`src/rtl/iob_cache_line_refill_pkg.sv`:
```
// Shared definitions for the cache line refill block.
// Contents:
//   refill_state_t : 2-bit FSM state encoding (IDLE, SELECT, FILL, COMMIT)
package iob_cache_line_refill_pkg;

  typedef enum logic [1:0] {
    ST_IDLE   = 2'd0,
    ST_SELECT = 2'd1,
    ST_FILL   = 2'd2,
    ST_COMMIT = 2'd3
  } refill_state_t;

endpackage

```
`src/rtl/iob_cache_prio_enc.sv`:
```
// Lowest-set-bit priority encoder used to find the first invalid way.
// Ports:
//   in_i    : N-bit request vector
//   idx_o   : index of the lowest set bit (0 when none set)
//   found_o : high when at least one bit of in_i is set
module iob_cache_prio_enc #(
  parameter int N = 8,
  parameter int W = $clog2(N)
) (
  input  logic [N-1:0] in_i,
  output logic [W-1:0] idx_o,
  output logic         found_o
);

  // Scan from the top down so the lowest set bit is the last one assigned.
  always_comb begin
    idx_o   = '0;
    found_o = 1'b0;
    for (int i = N - 1; i >= 0; i--) begin
      if (in_i[i]) begin
        idx_o   = W'(i);
        found_o = 1'b1;
      end
    end
  end

endmodule

```
`src/rtl/iob_cache_line_refill.sv`:
```
// Cache miss handler: chooses a victim way, fetches the full line from the
// back-end one word at a time, writes it into the data memory, then commits
// tag/valid and tells the replacement policy the refilled way is now MRU.
// Ports:
//   clk_i, arst_n_i, cke_i           : clock, async active-low reset, clock enable
//   miss_valid_i/_ready_o, line, tag : miss request handshake and address
//   valid_bits_i, rep_sel_i/_bin_i   : valid bits and policy victim of rep_line_o
//   rep_line_o, rep_we_o, rep_hit_o  : line index and MRU update to the policy
//   be_req_o, be_addr_o, be_ack_i,
//   be_rdata_i                       : back-end word read interface
//   data_we_o, data_way_o,
//   data_word_o, data_wdata_o        : data memory write port
//   tag_we_o, tag_o                  : tag/valid memory write port
//   done_o                           : one-cycle refill-complete pulse
module iob_cache_line_refill
  import iob_cache_line_refill_pkg::*;
#(
  parameter int N_WAYS        = 8,
  parameter int NWAYS_W       = $clog2(N_WAYS),
  parameter int NLINES_W      = 7,
  parameter int TAG_W         = 20,
  parameter int WORD_OFFSET_W = 3,
  parameter int DATA_W        = 32
) (
  input  logic                                    clk_i,
  input  logic                                    arst_n_i,
  input  logic                                    cke_i,
  input  logic                                    miss_valid_i,
  output logic                                    miss_ready_o,
  input  logic [NLINES_W-1:0]                     miss_line_i,
  input  logic [TAG_W-1:0]                        miss_tag_i,
  input  logic [N_WAYS-1:0]                       valid_bits_i,
  input  logic [N_WAYS-1:0]                       rep_sel_i,
  input  logic [NWAYS_W-1:0]                      rep_sel_bin_i,
  output logic [NLINES_W-1:0]                     rep_line_o,
  output logic                                    rep_we_o,
  output logic [N_WAYS-1:0]                       rep_hit_o,
  output logic                                    be_req_o,
  output logic [TAG_W+NLINES_W+WORD_OFFSET_W-1:0] be_addr_o,
  input  logic                                    be_ack_i,
  input  logic [DATA_W-1:0]                       be_rdata_i,
  output logic                                    data_we_o,
  output logic [NWAYS_W-1:0]                      data_way_o,
  output logic [WORD_OFFSET_W-1:0]                data_word_o,
  output logic [DATA_W-1:0]                       data_wdata_o,
  output logic                                    tag_we_o,
  output logic [TAG_W-1:0]                        tag_o,
  output logic                                    done_o
);

  refill_state_t              state_q, state_d;
  logic [WORD_OFFSET_W-1:0]   cnt_q, cnt_d;
  logic [TAG_W-1:0]           tag_q, tag_d;
  logic [NLINES_W-1:0]        line_q, line_d;
  logic [NWAYS_W-1:0]         way_q, way_d;

  logic [NWAYS_W-1:0]         inv_idx;
  logic                       inv_found;

  // The one-hot policy choice carries the same information as the binary
  // form; only the binary form is needed to latch the victim.
  logic                       unused_rep_sel;
  assign unused_rep_sel = ^rep_sel_i;

  iob_cache_prio_enc #(
    .N (N_WAYS),
    .W (NWAYS_W)
  ) u_prio_enc (
    .in_i    (~valid_bits_i),
    .idx_o   (inv_idx),
    .found_o (inv_found)
  );

  always_ff @(posedge clk_i or negedge arst_n_i) begin
    if (!arst_n_i) begin
      state_q <= ST_IDLE;
      cnt_q   <= '0;
      tag_q   <= '0;
      line_q  <= '0;
      way_q   <= '0;
    end else if (cke_i) begin
      state_q <= state_d;
      cnt_q   <= cnt_d;
      tag_q   <= tag_d;
      line_q  <= line_d;
      way_q   <= way_d;
    end
  end

  // Terminal word is detected on an all-ones counter, so no request is ever
  // issued for a wrapped word offset.
  always_comb begin
    state_d = state_q;
    cnt_d   = cnt_q;
    tag_d   = tag_q;
    line_d  = line_q;
    way_d   = way_q;
    unique case (state_q)
      ST_IDLE: begin
        if (miss_valid_i) begin
          tag_d   = miss_tag_i;
          line_d  = miss_line_i;
          state_d = ST_SELECT;
        end
      end
      ST_SELECT: begin
        way_d   = inv_found ? inv_idx : rep_sel_bin_i;
        cnt_d   = '0;
        state_d = ST_FILL;
      end
      ST_FILL: begin
        if (be_ack_i) begin
          cnt_d = cnt_q + WORD_OFFSET_W'(1);
          if (cnt_q == {WORD_OFFSET_W{1'b1}}) begin
            state_d = ST_COMMIT;
          end
        end
      end
      ST_COMMIT: begin
        state_d = ST_IDLE;
      end
      default: begin
        state_d = ST_IDLE;
      end
    endcase
  end

  // In IDLE the valid/policy memories are pointed at the incoming miss so
  // their combinational read is ready when SELECT needs it.
  always_comb begin
    miss_ready_o = (state_q == ST_IDLE);
    rep_line_o   = (state_q == ST_IDLE) ? miss_line_i : line_q;
    be_req_o     = (state_q == ST_FILL);
    be_addr_o    = {tag_q, line_q, cnt_q};
    data_we_o    = be_req_o & be_ack_i;
    data_way_o   = way_q;
    data_word_o  = cnt_q;
    data_wdata_o = be_rdata_i;
    tag_we_o     = (state_q == ST_COMMIT);
    tag_o        = tag_q;
    rep_we_o     = (state_q == ST_COMMIT);
    done_o       = (state_q == ST_COMMIT);
    rep_hit_o    = (state_q == ST_COMMIT) ? (N_WAYS'(1) << way_q) : '0;
  end

endmodule

```
`config.mk`:
```
export PLATFORM = sky130hd
export DESIGN_NAME = iob_cache_line_refill
export DESIGN_NICKNAME = d
export VERILOG_FILES = /design/src/rtl/iob_cache_line_refill_pkg.sv /design/src/rtl/iob_cache_prio_enc.sv /design/src/rtl/iob_cache_line_refill.sv
export SDC_FILE = /design/constraint.sdc
export NUM_CORES = 1
export LEC_CHECK = 0
export ABC_CLOCK_PERIOD_IN_PS = 2100
export BUFFER_PORTS_ARGS = -buffer_cell sky130_fd_sc_hd__buf_2
export CAP_MARGIN = 10
export CORE_MARGIN = 2
export CORE_UTILIZATION = 27
export CTS_CLUSTER_DIAMETER = 100
export DETAILED_ROUTE_END_ITERATION = 16
export PLACE_DENSITY = 0.67
export SKIP_LAST_GASP = 1
export SLEW_MARGIN = 40
export SYNTH_ARGS = -nofsm -noshare
export SYNTH_HDL_FRONTEND = slang
export SYNTH_SLANG_ARGS = --single-unit
```
`constraint.sdc`:
```
create_clock -name clk_i -period 2.1 [get_ports clk_i]
set_input_delay 0.315 -clock clk_i [delete_from_list [all_inputs] [get_ports clk_i]]
set_output_delay 0.315 -clock clk_i [all_outputs]
set_load 0.005 [all_outputs]
```
-- Yosys cells after proc, flatten, opt, wreduce, memory -nomap -nowiden
Index checks and enable logic that the tools add are counted.
- output and inout bits: 109
- logic and storage cells: 47
- input port bits: 83
- register bits after elaboration: 35
- shift-type cells: 1
- reductions and logical operators: 6
- mux-type cells: 25
- eq/ne operators: 7
- bitwise logic cells: 2
- $add $sub $neg: 1
- operators with widths (kind ; count):
    3-bit 2-to-1 mux ; 10
    1-bit 2-to-1 mux ; 8
    8-bit 2-to-1 mux ; 1
    8-bit inverter ; 1
    2-bit case mux with 4 select lines ; 1
    1-bit by 3-bit << shifter with 8-bit output, first input constant ; 1
    7-bit 2-to-1 mux ; 1
    2-bit 2-to-1 mux ; 3
    3-bit case mux with 2 select lines ; 1
    3-bit AND reduction ; 2
    2-bit == test, second input constant ; 2
    2-bit by 1-bit != test with 1-bit output, second input constant ; 2
    4-bit AND reduction ; 1
    3-bit by 1-bit adder with 3-bit output, second input constant ; 1
    3-bit == test, second input constant ; 1
    2-bit by 1-bit == test with 1-bit output, second input constant ; 1
    2-bit logical NOT ; 1
    2-bit != test, second input constant ; 1
    2-bit AND reduction ; 1
    2-bit nonzero test ; 1
    1-bit bitwise AND ; 1

-- Longest topological paths before layout
Gate-level depths: netlist of run 1.
- depth after elaboration: 10
- depth in mapped cells: 6
- mapped depth without buffers: 5

-- Cells and area by module
Synthesis of run 1 repeated with hierarchy kept, for this count alone.
- cells, all modules: 204
- area total of the unflattened synthesis: 2193.4 sq um
- modules (own cells, without submodules) (module ; sequential area each (sq um) ; cells each ; area each (sq um) ; instances):
    iob_cache_line_refill ; 875.8 ; 191 ; 2113.3 ; 1
    iob_cache_prio_enc ; 0.0 ; 13 ; 80.1 ; 1

-- Worst setup path before layout of run 1
No wires, ideal clock.
- kind: flip-flop to flip-flop
- start: reg state_q[0]
- end: reg line_q[0]
- buffers on the path: 2
- library setup time: 125 ps
- slack: 504 ps
- data arrival time: 1471 ps
- clock period less this slack: 1596 ps
- stages on the path, launching flop included: 7
- required time: 1975 ps
- cells stage by stage: dfrtp_1 > inv_1 > ha_1 > buf_4 > nand3_4 > buf_2 > mux2_2
- cells in the longest elaborated chain, start to end: 2
- RTL lines (what ; line ; RTL):
    from (decl) ; iob_cache_line_refill.sv:51 ; refill_state_t state_q, state_d;
    from (signal assigned) ; iob_cache_line_refill.sv:82 ; state_q <= state_d;
    2-bit logical NOT ; - ;
    net miss_ready_o ; iob_cache_line_refill.sv:29 ; output logic miss_ready_o,
    3-bit AND reduction (no line) ; - ;
    to (signal assigned) ; iob_cache_line_refill.sv:85 ; line_q <= line_d;
    to (decl) ; iob_cache_line_refill.sv:54 ; logic [NLINES_W-1:0] line_q, line_d;
The timed path passes the listed nets, and every way through them passes these cells.
A chain may end at the register's enable or synchronous reset.

-- Worst setup path after layout of run 1
- start: reg state_q[1]
- end: out rep_line_o[6]
- cells in the longest elaborated chain, start to end: 2
- RTL lines (what ; line ; RTL):
    2-bit logical NOT ; iob_cache_line_refill.sv:132 ; rep_line_o = (state_q == ST_IDLE) ? miss_line_i : line_q;
    7-bit 2-to-1 mux ; iob_cache_line_refill.sv:132 ;
    to (decl) ; iob_cache_line_refill.sv:35 ; output logic [NLINES_W-1:0] rep_line_o,
Every way passes these cells.

==> results.yml, run 1 <==
power:
  p_per_area_nw_per_um2: 1360
  power_leakage_nw: 1.31
  ir_drop_mv: 0.443
min_path:
  hold_class: "input pin to asynchronous set/reset pin"
timing:
  clock_skew_ns: 0.00996
  hold-worst-slack_ns: -0.0198
  max_freq_ghz: 0.501
  drv_slew: 0
  fin_crit_ns: 2.00
  tightest_slew_ns: 0.435
  setup_viol: 0
  hold_viol_final: 35
  period_share: 0.951
  max_slew_margin: 0.710
  rsz0062_at_grt: "false"
  finalSetupTns_ns: 0
clocking:
  clock_latency_ns: 0.28
  numCtsBuffers: 5
  cts_sinks: 35
  ctsRootBufferMaster: "clkbuf_8"
  cts_max_path_buffers: 2
  clkTransAtPathRegs_ns: 0.07
  h-tree-depth: 2
  tritoncts: "done"
floorplan:
  die_w_um: 92.5
  coreArea_um2: 7650
  die_h_um: 92.5
  io-pin-count: 192
  initial_utilization: 0.276
  placementRows: 32
  die_area_um2: 8550
logic_synthesis:
  seq_area_frac_synth: 0.414
  async_flop_share: 1.00
  synthesis.nets: 282
  ys_warn_count: 0
  synth_flop_cell: "dfrtp_1"
  synth_xor_area_frac: 0
  syn_area_per_cell_um2: 10.9
  synth-edff-count: 0
  synth_compound_area_frac: 0.0539
  synth_top_family_by_area: "buffers and inverters"
  netlist_area_um2: 2110
  yosys_register_bits: 35
  yosysUniqueCellTypes: 28
  synthMuxAreaShare: 0.193
  synthAdderAreaFrac: 0.0355
  synth-simple-area-share: 0.0764
  syn_inst: 193
critical_path:
  crit_start: "state_q[1]"
  crit_fanout: 11
  reg2reg_depth: 4
  critPathLaunchType: "register"
  rrSetupSlack_ns: 0.28
  reg2reg_to: "tag_o[1]"
  critPathCaptureType: "output pin"
  reg2reg_from: "state_q[1]"
  critPathKind: "register to output pin"
  crit_arrival_ns: 1.68
  required_ns: 1.78
  crit_end: "rep_line_o[6]"
global_route:
  grt-ovfl-total: 0
  grt_usage: 0.0974
  antenna_found_initial: 0
  grt_max_degree: 36
  grt_pass1_vias: 1417
  grt_pass1_wl_um: 6700
cells_and_area:
  drive_gt1_frac: 0.637
  nNetsFinal: 347
  antennaDiodeCount: 0
  area_delta_synth_final_pct: 17.8
  final_core_util: 0.325
drt:
  initialDrtViolationCount: 27
  detail_route.vias_per_cell: 4.23
  num_vias: 1526
  routed_wl_um: 4320
  drt_pre_antenna_iters: 4
  drt-wirelength-per-cell_um: 12.0
  remaining_drc_errors: 0
  postRouteAntennaNets: 0
placed_design:
  dpl.hpwl_um: 3340
  io_buffers: 119
  place_congestion: 0.675
flow_run:
  cap_violations: 0
run_status:
  status: "finished, violations left"
  violations: "negative hold slack"
## placed cells by master (no fill, tap or decap)
cell type,Yosys,layout
buf_4,59,1
and4b_1,1,1
and2_1,1,1
nor2b_1,1,1
mux2_4,1,1
a22oi_1,1,1
a22o_1,3,3
nand2b_1,3,3
clkbuf_8,0,7
nand4_1,1,1
o221a_2,1,1
mux2i_1,1,1
o41ai_1,1,1
nand3_1,2,2
inv_1,6,6
a211oi_1,1,1
inv_2,1,1
o21bai_1,1,1
mux2_2,34,34
ha_2,0,1
nand3_4,1,1
a221o_1,1,1
nor3_1,3,3
nand2_1,11,11
a21oi_1,3,3
clkbuf_1,0,1
nor2_1,8,8
dfrtp_1,35,35
ha_1,6,5
buf_2,2,118
o21ai_0,4,4
## synth_stat cells, types with 2 or more instances
cell type | count | area [um2]
a21oi_1 | 3 | 15.0
a22o_1 | 3 | 26.3
buf_2 | 2 | 10.0
buf_4 | 59 | 443
dfrtp_1 | 35 | 876
ha_1 | 6 | 75.1
inv_1 | 6 | 22.5
mux2_2 | 34 | 383
nand2_1 | 11 | 41.3
nand2b_1 | 3 | 18.8
nand3_1 | 2 | 10.0
nor2_1 | 8 | 30.0
nor3_1 | 3 | 15.0
o21ai_0 | 4 | 20.0
## worst min-delay path by stage
stage | from | cells after the start | to | slack, ns
after global routing | arst_n_i | 1 | tag_o[11] | 0.01
after floorplan | arst_n_i | 0 | data_way_o[0] | 0.02
after detailed placement | arst_n_i | 1 | tag_o[11] | 0.45
final | arst_n_i | 1 | data_word_o[1] | -0.02
after CTS | arst_n_i | 1 | data_word_o[0] | 0.14
after global placement | arst_n_i | 1 | tag_o[11] | 0.44
## state kept, by name (all words and copies together) (netlist names)
name / flops
data_way_o: 3
data_word_o: 3
line_q: 7
state_q: 2
tag_o: 20
## critical path, cell delays in order (launching register included)
cell	delay, ns
dfrtp_1	0.42
inv_1	0.10
ha_2	0.37
mux2_2	0.37
buf_2	0.13
## per-layer routing
metal  share of wire  vias up  GRT usage
met4           0.017        0     0.0448
met5               0        -          0
met3            0.10       14     0.0244
met1            0.39      704      0.111
met2            0.49       86      0.171
li1                -      722          -
## logic make-up (layout without fill, tap and decap cells)
kind of cell,count (synthesis),count (layout)
flops,35,35
compound gates,16,16
buf+inv,68,134
mux,36,36
fa+ha+maj,6,6
simple gates,32,32
## through the flow
step                setup slack, ns  cells  total power, mW  hold WS [ns]  cell area [um2]
floorplan                     0.504    193             2.43        0.0194             2110
global placement             0.0930    353             2.86         0.440             2380
detailed placement           0.0349    353             2.91         0.448             2380
CTS                          0.0831    361             3.45         0.138             2490
global route               0.000245    361             3.69        0.0138             2490
finish                        0.103    361             3.39       -0.0198             2490
## cell type report
cell class	instances	area, um2
clock buffers	8	100
well taps	102	128
fillers	817	5160
repair buffers	119	598
flip-flops and latches	35	876
inverters	7	26.3
multi-input cells	90	761
## timing repair
item,4_1_cts,5_1_grt
setup endpoints to repair,7,0
gates resized for setup,1,0
hold buffers,0,0
setup buffers,0,0
## power breakdown
group	leakage, nW	total, mW	internal, mW	switching, mW
combinational	0.831	1.61	0.932	0.679
sequential	0.425	1.26	1.01	0.250
clock	0.0515	0.520	0.299	0.221
total	1.31	3.39	2.24	1.15
No activity file was read; power rests on OpenSTA's default activity.
==> inputs of run 2 (changes only) <==
--- a/config.mk
+++ b/config.mk
@@ -12,4 +12,6 @@
 export CORE_UTILIZATION = 27
+export CTS_BUF_LIST = sky130_fd_sc_hd__clkbuf_16
 export CTS_CLUSTER_DIAMETER = 100
 export DETAILED_ROUTE_END_ITERATION = 16
+export GPL_TIMING_DRIVEN = 0
 export PLACE_DENSITY = 0.67
==> constraint.sdc (replaced) <==
create_clock -name clk_i -period 2.1 [get_ports clk_i]
set_input_delay 0.105 -clock clk_i [delete_from_list [all_inputs] [get_ports clk_i]]
set_output_delay 0.105 -clock clk_i [all_outputs]
set_load 0.005 [all_outputs]
==> run 2 against run 1 <==
Global-route usage up 1.0 points; the run now ends clean; worst setup slack improved by 0.25 ns; via count grew 21%; critical endpoint is now tag_o[8]; final area increased by 26%; combinational power increased by 25%; maximum frequency is 14% higher; core utilization rose by 8.6 points; clock power up 30%; sequential share of layout area shrank 7.4 points; largest cell class is now non-clock buffers; highest routed layer unchanged; clock skew decreased by 0.0050 ns.
==> results.yml, run 2 (synthesis gave the netlist of run 1 again) <==
run_status:
  status: "completed"
clocking:
  h-tree-depth: 2
  tritoncts: "done"
  numCtsBuffers: 5
  cts_resized: 0
  cts_max_path_buffers: 2
  hold_buffers: 1
  ctsRootBufferMaster: "clkbuf_16"
  clkTransAtPathRegs_ns: 0.05
  clock_latency_ns: 0.27
  postCtsSetupRepairBufs: 0
  cts_sinks: 35
cells_and_area:
  final_cell_mix: "buf_2 (152), buf_4 (60), dfrtp_1 (35)"
  antennaDiodeCount: 0
  final_cells: 455
  multiInputGateArea_um2: 758
  drive_gt1_frac: 0.725
  final_core_util: 0.411
  largest_register_ffs: 20
  design_area_um2: 3150
  area_delta_synth_final_pct: 48.9
  fillers: 752
  nNetsFinal: 441
  regArea_um2: 876
  final_common_cell: "buf_2"
floorplan:
  initial_utilization: 0.276
  placementRows: 32
  die_area_um2: 8550
  io-pin-count: 192
  die_h_um: 92.5
  coreArea_um2: 7650
  die_w_um: 92.5
placed_design:
  dp.cells: 446
  io_buffers: 151
  place_congestion: 0.712
  dpl.hpwl_um: 4000
  placed_area_um2: 3000
critical_path:
  crit_fanout: 10
  critPathKind: "register to register"
  crit_arrival_ns: 1.90
  reg2reg_depth: 6
  reg2reg_from: "state_q[1]"
  critPathLaunchType: "register"
  reg2reg_to: "tag_o[8]"
  required_ns: 2.25
  critPathCaptureType: "register"
  rrSetupSlack_ns: 0.35
min_path:
  hp-start: "miss_tag_i[0]"
  min_path_cells: 2
  min_to: "tag_o[0]"
  hold_class: "input pin to register"
drt:
  drt_pre_antenna_iters: 4
  initialDrtViolationCount: 28
  detail_route.vias_per_cell: 4.06
  routed_wl_um: 4850
  postRouteAntennaNets: 0
  num_vias: 1846
  remaining_drc_errors: 0
  drt-wirelength-per-cell_um: 10.6
timing:
  fin_crit_ns: 1.75
  period_share: 0.833
  drv_slew: 0
  rsz0062_at_grt: "false"
  tightest_slew_ns: 0.427
  max_slew_margin: 0.712
  finalSetupTns_ns: 0
  hold_viol_final: 0
  clock_skew_ns: 0.00495
  max_freq_ghz: 0.572
  setup_viol: 0
  hold-worst-slack_ns: 0.0633
global_route:
  grt_usage: 0.108
  grt_pass1_vias: 1605
  grt_max_degree: 36
  grt_pass1_wl_um: 7430
  antenna_found_initial: 0
  grt-ovfl-total: 0
flow_run:
  cap_violations: 0
power:
  power_leakage_nw: 1.76
  p_per_area_nw_per_um2: 1260
  ir_drop_mv: 0.349
-- run 2: cell count changes in the layout (fill, tap and decap cells not counted), moves of 2 or more --
cell,previous run,this run
clkbuf_8,7,0
buf_2,118,152
inv_1,6,8
clkbuf_16,0,5
buf_4,1,60
-- run 2: how the worst max path moves through the flow --
| stage | from | endpoint | slack, ns |
|---|---|---|---|
| after floorplan | state_q[0] | line_q[0] | 0.50 |
| after global placement | state_q[1] | tag_o[7] | 0.36 |
| after detailed placement | state_q[0] | tag_o[10] | 0.33 |
| after CTS | state_q[1] | tag_o[10] | 0.32 |
| after global routing | state_q[1] | tag_o[7] | 0.21 |
| final | state_q[1] | tag_o[8] | 0.35 |
-- run 2: final cells by class --
cell class | instances | share of cell area
plain buffers | 61 | 0.144
clock buffers | 5 | 0.0398
clock inverters | 3 | 0.00398
inverters | 7 | 0.00835
multi-input cells | 90 | 0.241
flip-flops and latches | 35 | 0.278
well taps | 102 | 0.0406
repair buffers | 152 | 0.244
-- run 2: critical path: stages, from the launching register on --
cell and delay (ns):
dfrtp_1 0.39, inv_1 0.08, ha_1 0.19, buf_4 0.19, nand3_4 0.13, buf_2 0.27, mux2_2 0.36
-- run 2: power by group --
group | total (mW) | internal (mW) | switching [mW]
clock | 0.675 | 0.427 | 0.247
sequential | 1.27 | 1.01 | 0.261
combinational | 2.02 | 1.27 | 0.750
-- run 2: routing by layer --
layer,vias up,part of all wire,global-route usage
li1,915,-,-
met1,811,0.40,0.131
met2,116,0.48,0.184
met3,4,0.11,0.0293
met4,0,0.011,0.0373
met5,-,0,0
-- run 2: metrics by stage --
| stage | setup slack (ns) | power (mW) |
|---|---|---|
| final | 0.351 | 3.96 |
| after global routing | 0.212 | 4.30 |
| after CTS | 0.322 | 4.04 |
| after detailed placement | 0.330 | 3.34 |
| after global placement | 0.356 | 3.28 |
| after floorplan | 0.504 | 2.43 |
==> inputs of run 3 (changes only) <==
- ABC_CLOCK_PERIOD_IN_PS: 2100 -> 1700
- clock period: 2.1 -> 1.7 ns (I/O delays scaled with it)
==> run 3 against run 2 <==
Sequential power is 24% higher; wire length is 1.2% higher; non-clock buffer count is 1 higher; register-to-register slack worse by 0.24 ns; flip-flop and latch count stayed put; clock-buffer cell count stayed put; sequential share of layout area is 0.28 points lower; via count is 0.54% higher; critical path depth is 1 lower; worst hold slack worse by 0.020 ns; clock power is 24% higher; worst setup slack worse by 0.26 ns; critical path type is now register to output pin; largest cell class unchanged; highest routed layer unchanged.
==> results.yml, run 3 (synthesis gave the netlist of run 1 again) <==
drt:
  remaining_drc_errors: 0
  drt_pre_antenna_iters: 4
  initialDrtViolationCount: 30
  routed_wl_um: 4900
  postRouteAntennaNets: 0
  routed.top_layer: "met4"
  wl_met1_um: 1960
  detail_route.vias_per_cell: 4.07
  num_vias: 1856
  drt-wirelength-per-cell_um: 10.8
  wl_met2_um: 2350
  dr_wl_met3_um: 537
global_route:
  antenna_found_initial: 0
  grt-ovfl-total: 0
  grt_pass1_wl_um: 7420
  grt_pass1_vias: 1603
  grt_max_degree: 36
  grt_usage: 0.108
timing:
  period_share: 0.946
  hold-worst-slack_ns: 0.0434
  max_freq_ghz: 0.622
  drv_slew: 0
  fin_crit_ns: 1.61
  clock_skew_ns: 0.00501
  setup_viol: 0
  rsz0062_at_grt: "false"
  hold_viol_final: 0
  max_slew_margin: 0.712
  tightest_slew_ns: 0.427
clocking:
  numCtsBuffers: 5
  ctsRootBufferMaster: "clkbuf_16"
  postCtsSetupRepairBufs: 0
  cts_max_path_buffers: 2
  clock_latency_ns: 0.27
  tritoncts: "done"
  clkTransAtPathRegs_ns: 0.05
  h-tree-depth: 2
  cts_sinks: 35
floorplan:
  die_area_um2: 8550
  die_w_um: 92.5
  placementRows: 32
  coreArea_um2: 7650
  io-pin-count: 192
  initial_utilization: 0.276
  die_h_um: 92.5
cells_and_area:
  final_common_cell: "buf_2"
  final_cell_mix: "buf_2 (150), buf_4 (61), dfrtp_1 (35)"
  largest_register_ffs: 20
  final_cells: 456
  area_delta_synth_final_pct: 50.4
  nNetsFinal: 442
  design_area_um2: 3180
  drive_gt1_frac: 0.734
  antennaDiodeCount: 0
critical_path:
  critPathLaunchType: "register"
  slowest_stage: "dfrtp_1"
  critPathCaptureType: "output pin"
  required_ns: 1.62
  crit_fanout: 5
  path_delay_family: "flip-flops"
  critPathKind: "register to output pin"
  crit_chain: "inv_2 > ha_4 > buf_6 > mux2_2 > buf_2"
  crit_arrival_ns: 1.52
  cp_num_buf_inv: 3
  slowest_delay_ns: 0.42
placed_design:
  place_congestion: 0.712
  dp.cells: 446
  io_buffers: 151
  placed_area_um2: 3000
  dpl.hpwl_um: 4000
power:
  power_leakage_nw: 1.76
  p_comb_frac: 0.517
  ir_drop_mv: 0.456
  p_seq_frac: 0.315
  switching_share: 0.318
  intPower_mw: 3.40
  p_per_area_nw_per_um2: 1570
  p_sw_mw: 1.58
  clockPowerShare: 0.167
flow_run:
  cap_violations: 0
run_status:
  status: "completed"
min_path:
  hold_class: "input pin to register"
run 3: cell types whose count changed in the layout (fill, tap and decap cells not counted), sizes merged:
cell,change
buf,+1
run 3: worst paths after layout:
check,start,end,slack (ns),cells after the start
max,state_q[1],rep_line_o[6],0.09,5
min,miss_tag_i[0],tag_o[0],0.04,2
max reg2reg,state_q[1],tag_o[8],0.11,6
min reg2reg,line_q[6],line_q[6],0.53,1
max in group asynchronous,arst_n_i,tag_o[4],1.09,2
min in group asynchronous,arst_n_i,tag_o[11],0.31,2
run 3: metrics by stage:
stage          power [mW]   util  setup WS, ns  TNS (ns)
3_5_place_dp         4.12  0.392       -0.0699     -1.11
3_3_place_gp         4.05  0.392       -0.0437    -0.600
6_report             4.99  0.416        0.0917         0
4_1_cts              5.01  0.412       -0.0121   -0.0164
2_1_floorplan        3.00      -         0.104         0
5_1_grt              5.41  0.416       0.00789         0
run 3: per-layer routing:
metal  track usage  vias to the layer above
li1              -                      918
met1         0.131                      818
met2         0.184                      116
met3        0.0293                        4
met4        0.0373                        0
met5             0                        -
run 3: power by group through the flow:
| stage | registers (mW) | clock network (mW) | logic, mW |
|---|---|---|---|
| 2_1_floorplan | 1.58 | 0 | 1.41 |
| 3_3_place_gp | 1.56 | 0 | 2.50 |
| 3_5_place_dp | 1.59 | 0 | 2.54 |
| 4_1_cts | 1.58 | 0.868 | 2.56 |
| 5_1_grt | 1.65 | 0.904 | 2.85 |
| 6_report | 1.57 | 0.834 | 2.58 |
run 3: cell type report:
cell class,count,area [um2]
timing repair buffer,153,779
clock inverter,3,12.5
inverter,7,26.3
clock buffer,5,125
multi-input combinational,90,771
fill,753,4470
tap,102,128
buffer,61,462
sequential,35,876
run 3: worst reg2reg max path, stage by stage, from the launching register on:
cell and delay (ns):
dfrtp_1 0.41, inv_2 0.08, ha_4 0.17, buf_6 0.13
nand3_4 0.12, buf_4 0.22, mux2_2 0.35
run 3: what timing repair did:
item	in CTS	in global routing
gates resized for setup	3	7
cloned	0	1
endpoints found under the hold margin	35	0
setup endpoints to repair	27	28
hold buffers	1	0
